===== config.mk =====
export PLATFORM = sky130hd
export DESIGN_NAME = pll_reset_sequencer
export DESIGN_NICKNAME = d
export VERILOG_FILES = /design/src/rtl/pll_rst_pkg.sv /design/src/rtl/pll_reset_sequencer_bit_synchronizer.sv /design/src/rtl/pll_reset_sequencer.sv
export SDC_FILE = /design/constraint.sdc
export NUM_CORES = 1
export LEC_CHECK = 0
export CORE_MARGIN = 3
export CORE_UTILIZATION = 52
export DETAILED_ROUTE_END_ITERATION = 7
export GPL_ROUTABILITY_DRIVEN = 0
export GPL_TIMING_DRIVEN = 0
export PLACE_DENSITY = 0.87
export SETUP_SLACK_MARGIN = 0.05
export SYNTH_ARGS = -nofsm -noshare
export SYNTH_HDL_FRONTEND = slang
export SYNTH_SLANG_ARGS = --single-unit

===== constraint.sdc =====
create_clock -name clk -period 2.83 [get_ports clk]
set_input_delay 0.283 -clock clk [delete_from_list [all_inputs] [get_ports clk]]
set_output_delay 0.283 -clock clk [all_outputs]
set_load 0.01 [all_outputs]

===== src/rtl/pll_rst_pkg.sv =====
// rtl/pll_rst_pkg.sv - state encoding and default constants for the PLL reset sequencer
package pll_rst_pkg;

  typedef enum logic [2:0] {
    WAIT_LOCK = 3'd0,
    STABILIZE = 3'd1,
    RELEASE   = 3'd2,
    RUN       = 3'd3,
    LOST      = 3'd4
  } state_e;

  localparam int unsigned DEF_SYNC_STAGES        = 2;
  localparam int unsigned DEF_LOCK_STABLE_CYCLES = 256;
  localparam int unsigned DEF_STAGGER_CYCLES     = 16;
  localparam int unsigned DEF_CNT_W              = 8;

  function automatic int unsigned max_u(input int unsigned a, input int unsigned b);
    return (a > b) ? a : b;
  endfunction

endpackage


===== src/rtl/pll_reset_sequencer_bit_synchronizer.sv =====
// rtl/pll_reset_sequencer_bit_synchronizer.sv - async-reset flop chain bringing a single bit into clk
module bit_synchronizer #(
  parameter int unsigned STAGES = 2
) (
  input  logic clk,
  input  logic rst_n,
  input  logic d_i,
  output logic q_o
);

  logic [STAGES-1:0] sync_q;

  // Shift the asynchronous input through the chain; the last stage is the safe copy
  always_ff @(posedge clk or negedge rst_n) begin
    if (!rst_n) begin
      sync_q <= '0;
    end else begin
      sync_q <= {sync_q[STAGES-2:0], d_i};
    end
  end

  assign q_o = sync_q[STAGES-1];

endmodule


===== src/rtl/pll_reset_sequencer.sv =====
// rtl/pll_reset_sequencer.sv - staged periph/core reset release from PLL lock; optional loss counter via PLL_RST_LOCK_LOSS_COUNT_EN
module pll_reset_sequencer
  import pll_rst_pkg::*;
#(
  parameter int unsigned SYNC_STAGES        = DEF_SYNC_STAGES,
  parameter int unsigned LOCK_STABLE_CYCLES = DEF_LOCK_STABLE_CYCLES,
  parameter int unsigned STAGGER_CYCLES     = DEF_STAGGER_CYCLES,
  parameter int unsigned CNT_W              = DEF_CNT_W
) (
  input  logic             clk,
  input  logic             rst_n,
  input  logic             pll_locked,
  input  logic             soft_reset_req,
  input  logic             clear_sticky,
  output logic             periph_reset_n,
  output logic             core_reset_n,
  output logic             ready,
  output logic             lock_lost,
  output logic [CNT_W-1:0] lock_loss_count
);

  // One counter serves both the stability window and the stagger window
  localparam int unsigned CNT_MAX = max_u(LOCK_STABLE_CYCLES, STAGGER_CYCLES);
  localparam int unsigned CW      = $clog2(CNT_MAX + 1);

  localparam logic [CW-1:0] STABLE_LAST  = CW'(LOCK_STABLE_CYCLES - 1);
  localparam logic [CW-1:0] STAGGER_LAST = CW'(STAGGER_CYCLES - 1);

  state_e        state_q;
  logic [CW-1:0] cnt_q;
  logic          periph_q;
  logic          core_q;
  logic          ready_q;
  logic          lost_q;
  logic          lk;
  logic          in_release_or_run;
  logic          loss_evt;

  bit_synchronizer #(
    .STAGES (SYNC_STAGES)
  ) u_lock_sync (
    .clk   (clk),
    .rst_n (rst_n),
    .d_i   (pll_locked),
    .q_o   (lk)
  );

  // Lock loss only counts once the peripheral reset has been released
  assign in_release_or_run = (state_q == RELEASE) || (state_q == RUN);
  assign loss_evt          = in_release_or_run && !lk;

  // Sequencer FSM with registered reset outputs and sticky loss flag
  always_ff @(posedge clk or negedge rst_n) begin
    if (!rst_n) begin
      state_q  <= WAIT_LOCK;
      cnt_q    <= '0;
      periph_q <= 1'b0;
      core_q   <= 1'b0;
      ready_q  <= 1'b0;
      lost_q   <= 1'b0;
    end else begin
      // Clear first so that a loss on the same edge overrides it below
      if (clear_sticky) begin
        lost_q <= 1'b0;
      end
      case (state_q)
        WAIT_LOCK: begin
          if (lk) begin
            state_q <= STABILIZE;
            cnt_q   <= '0;
          end
        end
        STABILIZE: begin
          if (!lk || soft_reset_req) begin
            state_q <= WAIT_LOCK;
            cnt_q   <= '0;
          end else if (cnt_q == STABLE_LAST) begin
            state_q  <= RELEASE;
            periph_q <= 1'b1;
            cnt_q    <= '0;
          end else begin
            cnt_q <= cnt_q + CW'(1);
          end
        end
        RELEASE, RUN: begin
          if (loss_evt) begin
            state_q  <= LOST;
            periph_q <= 1'b0;
            core_q   <= 1'b0;
            ready_q  <= 1'b0;
            lost_q   <= 1'b1;
            cnt_q    <= '0;
          end else if (soft_reset_req) begin
            state_q  <= WAIT_LOCK;
            periph_q <= 1'b0;
            core_q   <= 1'b0;
            ready_q  <= 1'b0;
            cnt_q    <= '0;
          end else if (state_q == RELEASE) begin
            if (cnt_q == STAGGER_LAST) begin
              state_q <= RUN;
              core_q  <= 1'b1;
              ready_q <= 1'b1;
              cnt_q   <= '0;
            end else begin
              cnt_q <= cnt_q + CW'(1);
            end
          end
        end
        LOST: begin
          state_q <= WAIT_LOCK;
          cnt_q   <= '0;
        end
        default: begin
          state_q  <= WAIT_LOCK;
          cnt_q    <= '0;
          periph_q <= 1'b0;
          core_q   <= 1'b0;
          ready_q  <= 1'b0;
        end
      endcase
    end
  end

  assign periph_reset_n = periph_q;
  assign core_reset_n   = core_q;
  assign ready          = ready_q;
  assign lock_lost      = lost_q;

`ifdef PLL_RST_LOCK_LOSS_COUNT_EN
  logic [CNT_W-1:0] loss_cnt_q;

  // Saturating count of lock-loss events; survives clear_sticky
  always_ff @(posedge clk or negedge rst_n) begin
    if (!rst_n) begin
      loss_cnt_q <= '0;
    end else if (loss_evt && (loss_cnt_q != {CNT_W{1'b1}})) begin
      loss_cnt_q <= loss_cnt_q + CNT_W'(1);
    end
  end

  assign lock_loss_count = loss_cnt_q;
`else
  assign lock_loss_count = '0;
`endif

endmodule

# After elaboration in Yosys (flattened, before gate mapping)
# Cells that the tools add are included.
[totals] elab_cells=63 ff_bits=17
[classes] addsub=1 bitwise_logic=2 n_reduce_logical=12 n_eq_ne=13 mux=29
[ops] operator="9-bit 2-to-1 mux" n=7
[ops] operator="9-bit case mux with 3 select lines" n=1
[ops] operator="3-bit 2-to-1 mux" n=7
[ops] operator="1-bit 2-to-1 mux" n=11
[ops] operator="9-bit by 1-bit adder with 9-bit output, second input constant" n=1
[ops] operator="9-bit by 4-bit == test with 1-bit output, second input constant" n=1
[ops] operator="9-bit by 8-bit == test with 1-bit output, second input constant" n=1
[ops] operator="3-bit case mux with 3 select lines" n=1
[ops] operator="4-bit != test, second input constant" n=2
[ops] operator="4-bit AND reduction" n=2
[ops] operator="3-bit by 2-bit == test with 1-bit output, second input constant" n=2
[ops] operator="3-bit != test, second input constant" n=2
[ops] operator="2-bit != test, second input constant" n=2
[ops] operator="2-bit OR reduction" n=2
[ops] operator="3-bit by 1-bit == test with 1-bit output, second input constant" n=1
[ops] operator="3-bit == test, second input constant" n=1
[ops] operator="3-bit logical NOT" n=1
[ops] operator="1-bit case mux with 3 select lines" n=1
[ops] operator="3-bit AND reduction" n=1
[ops] operator="3-bit OR reduction" n=1
[ops] operator="1-bit logical OR" n=2
[ops] operator="2-bit by 1-bit != test with 1-bit output, second input constant" n=1
[ops] operator="1-bit NOT" n=2
[ops] operator="1-bit case mux with 2 select lines" n=1
[ops] operator="other kinds (3)" n=3

# Longest topological paths before layout
[logic_depth] ltp_word=6 mapped_depth=10 mapped_depth_nobuf=10

# By module
# From an unflattened synthesis, not the netlist that was laid out.
[unflattened] cells_unflattened=100 hier_area_um2=982.2
[by_module_without_submodules] mod="pll_reset_sequencer" seq_area_each_um2=375.4 area_each_um2=932.1 n_inst=1 cells_per_inst=98
[by_module_without_submodules] mod="bit_synchronizer" seq_area_each_um2=50.0 area_each_um2=50.0 n_inst=1 cells_per_inst=2

# Worst setup path before layout
# Ideal clock, no wire load.
[synth_timing] path_kind="register -> register" from="register cnt_q[0]" to="register state_q[0]" n_path_buf=0 t_arrival_ns=2.137 slack_ns=0.566 stages_incl_launch_ff=10 path_cell_list="dfrtp_1 > ha_1 > and3_2 > and3_1 > nand3_1 > inv_1 > ha_1 > nor3b_4 > o21ai_2 > mux2_1"
[synth_between] elab_chain_len=3 elab_cells_between_ends=5
[synth_rtl] item="start, declared" line="pll_reset_sequencer.sv:30" rtl="logic [CW-1:0] cnt_q;"
[synth_rtl] item="start signal, assigned" line="pll_reset_sequencer.sv:82" rtl="cnt_q <= cnt_q + CW'(1);"
[synth_rtl] item="start signal, assigned" line="pll_reset_sequencer.sv:106" rtl="cnt_q <= cnt_q + CW'(1);"
[synth_rtl] item="9-bit by 4-bit == test with 1-bit output or 9-bit by 8-bit == test with 1-bit output (tied branches)" line="pll_reset_sequencer.sv:100, pll_reset_sequencer.sv:77"
[synth_rtl] item="4-bit != test (no line) or 3-bit != test (tied branches)"
[synth_rtl] item="4-bit AND reduction (no line) (*)"
[synth_rtl] item="end signal, assigned" line="pll_reset_sequencer.sv:101" rtl="state_q <= RUN;"
[synth_rtl] item="end signal, assigned" line="pll_reset_sequencer.sv:111" rtl="state_q <= WAIT_LOCK;"
[synth_rtl] item="end signal, assigned" line="pll_reset_sequencer.sv:115" rtl="state_q <= WAIT_LOCK;"
[synth_rtl] item="end, declared" line="pll_reset_sequencer.sv:29" rtl="state_e state_q;"
# Every way passes the cells marked *; elsewhere a longest branch is shown, timed or not.
# A chain may end at the register's enable or synchronous reset.

# Final worst setup path
# Same ends and word-level chain as after synthesis.

==> flow_metrics.py <==
metrics = {
    "yosys": {
        "avgSynthCellArea_um2": 9.898,
        "netlist_area_um2": 1109,
        "synth_edf_count": 0,
        "synth_cell_type_count": 41,
        "synth_simple_gate_area_share_pct": 23.02,
        "synth_fa_ha_area_share_pct": 3.386,
        "ys_seq_area_share_pct": 38.37,
        "synth-main-ff-cell": "dfrtp_1",
        "ys_ff_latch": 17,
        "postSynthCellCount": 112,
        "async_reset_ff_share_pct": 100.0,
        "yosys_warnings": 0,
        "synth_xor_area_share_pct": 0.7901,
        "muxShareOfSynthArea_pct": 1.016,
        "synth_compound_area_share_pct": 22.46,
        "synth_top_family_by_area": "simple AND/OR/NAND/NOR gates",
    },
    "drt": {
        "post_drt_via_cell_ratio": 5.506,
        "drt_iter0_markers": 8,
        "ant_nets": 0,
        "drc_errors": 0,
        "vias": 870,
        "routed_wirelength_um": 2057,
        "dr.pass1.iters": 4,
        "wl_per_cell_um": 13.02,
    },
    "placement": {
        "placed_cells": 154,
        "portBuffers": 8,
        "place_hpwl_um": 1543,
        "dp_slack_ps": 325.6,
    },
    "sta": {
        "clock_skew_ps": 11.00,
        "tightest_slew_ps": 726.4,
        "fin_ws_ps": 304.4,
        "setup_viol": 0,
        "fin_crit_ps": 2526,
        "grt_setup_unrepaired": "false",
        "fmax_ghz": 0.3959,
        "relSlewSlack_pct": 51.42,
        "final-hold-violation-count": 0,
        "min_period_over_period_pct": 89.24,
        "finalMaxSlewViolations": 0,
        "finalSetupTns_ps": 0,
    },
    "cells_and_area": {
        "final_core_util_pct": 64.52,
        "nets": 140,
        "multi_input_area_um2": 591.8,
        "antenna_cells": 0,
        "stdcell_count": 158,
        "final_layout_size_suffix_gt1_share_pct": 21.37,
        "final-seq-area_um2": 425.4,
        "fillerInstances": 156,
        "area_growth_pct": 15.35,
    },
    "clocking": {
        "clk_latency_ps": 290,
        "cts_made_buffers": 3,
        "cts_root_buf": "clkbuf_4",
        "cts.repair.resized": 0,
        "clkSinkCount": 17,
        "cts_setup_buffers": 0,
        "ctsHtreeMaxLevel": 1,
        "clk_pin_slew_ps": 110,
        "cts_tree": "yes",
        "cts_max_path_buffers": 2,
        "cts_hold_buf": 0,
    },
    "worst_setup_path": {
        "worst-endpoint-required_ps": 3020,
        "r2r_cells": 9,
        "r2r_slack_ps": 300,
        "start_kind": "register",
        "endpoint_kind": "register",
        "path_class": "register to register",
        "worstPathArrival_ps": 2710,
        "cp_max_fo": 8,
    },
    "grt": {
        "grt_pass1_vias": 796,
        "grt_pass1_wl_um": 3539,
        "grt_usage_pct": 17.47,
        "grt-ovfl-total": 0,
        "grt_start_max_net_pins": 18,
        "antenna_found_initial": 0,
    },
    "floorplan": {
        "pin_count": 17,
        "die_height_um": 52.17,
        "coreArea_um2": 1982,
        "dieArea_um2": 2722,
        "die_w_um": 52.17,
        "initial_utilization_pct": 55.93,
        "num_rows": 16,
    },
    "worst_hold_path": {
        "hp-class": "register to register",
        "min_path_cells": 0,
    },
    "flow_run": {
        "drv_cap": 0,
    },
    "pwr": {
        "power.density_nw_per_um2": 350.3,
        "leakage_nw": 0.5295,
        "ir_worst_vdd_mv": 0.3187,
        "totalPowerFinal_mw": 0.4479,
    },
    "status": {
        "outcome": "completed",
    },
}
[worst paths after layout]
path | from | endpoint
max | cnt_q[0] | state_q[0]
min | u_lock_sync.sync_q[0] | u_lock_sync.sync_q[1]
max reg2reg | cnt_q[0] | state_q[0]
min reg2reg | u_lock_sync.sync_q[0] | u_lock_sync.sync_q[1]
max in group asynchronous | rst_n | cnt_q[0]
min in group asynchronous | rst_n | ready
[cell usage in the layout, fill, tap and decap left out, types with 2 or more instances in the layout]
cell type        instances
o211ai_1                 2
nor2_1                   5
nor3b_4                  2
o21ai_0                  6
ha_1                     3
clkbuf_4                 3
nor3b_1                  2
nand2b_1                 4
nor3_1                   2
o311ai_1                 2
o21ai_1                  2
clkdlybuf4s50_1          8
nand3_1                  6
nand2_1                 11
and3_1                   3
buf_6                    2
dfrtp_1                 17
buf_4                    9
a21oi_1                  2
inv_1                    6
o2111ai_1                3
o21ai_2                  2
conb_1                   8
[layer usage]
metal  global-route usage, %  vias up  wire, um
met3                   2.564        2        44
met4                   5.106        0        10
li1                        -      430         -
met2                   28.87       15      1092
met5                       0        -         0
met1                   23.72      423       911
[registers in the layout (all words and copies together) (netlist names)]
name                flops
lock_lost               1
state_q                 3
cnt_q                   9
periph_reset_n          1
u_lock_sync.sync_q      2
ready                   1
[final cells by class]
cell class              count  area share (%)
inverters                   6           1.761
plain buffers              12           7.436
well taps                  27           2.642
multi-input cells          84           46.28
repair buffers              8           6.262
clock buffers               3           1.761
clock inverters             1          0.5871
flip-flops and latches     17           33.27
[through the flow]
step                hold WS, ps  cell area (um2)
floorplan                -12.59             1135
global placement          335.8             1249
detailed placement        345.0             1249
CTS                       371.1             1279
global route              377.9             1279
finish                    365.8             1279
[kinds of logic after synthesis]
kind of cell / Yosys count
AND/OR/NAND/NOR: 41
flip-flops: 17
other: 1
XOR/XNOR: 1
buffers and inverters: 18
AO/OA/AOI/OAI: 30
adder cells (fa/ha/maj): 3
multiplexers: 1
[critical path: stages (launching register included)]
cell and delay (ps):
dfrtp_1 430, ha_1 250, and3_2 270, and3_1 200
nand3_1 100, inv_1 50, ha_1 230, nor3b_4 390
o21ai_2 160, mux2_1 340
[power by group]
group	switching, mW	total, mW	leakage (nW)	internal [mW]
clock	0.0807	0.134	0.0139	0.0537
combinational	0.0351	0.0633	0.290	0.0282
sequential	0.00326	0.250	0.226	0.247
[synth_stat cells, types with 2 or more instances]
master	number	share of area (%)
a21oi_1	2	0.90
buf_6	2	2.0
inv_1	6	2.0
nand2b_1	4	2.3
o21ai_1	2	0.90
nand2_1	11	3.7
ha_1	3	3.4
o2111ai_1	3	2.4
nor3b_1	2	1.4
dfrtp_1	17	38
and3_1	3	1.7
nand3_1	6	2.7
o21ai_2	2	1.6
buf_4	9	6.1
o21ai_0	6	2.7
o211ai_1	2	1.4
o311ai_1	2	1.6
nor3_1	2	0.90
nor2_1	5	1.7
nor3b_4	2	3.4
(Power assumes the default switching activity.)
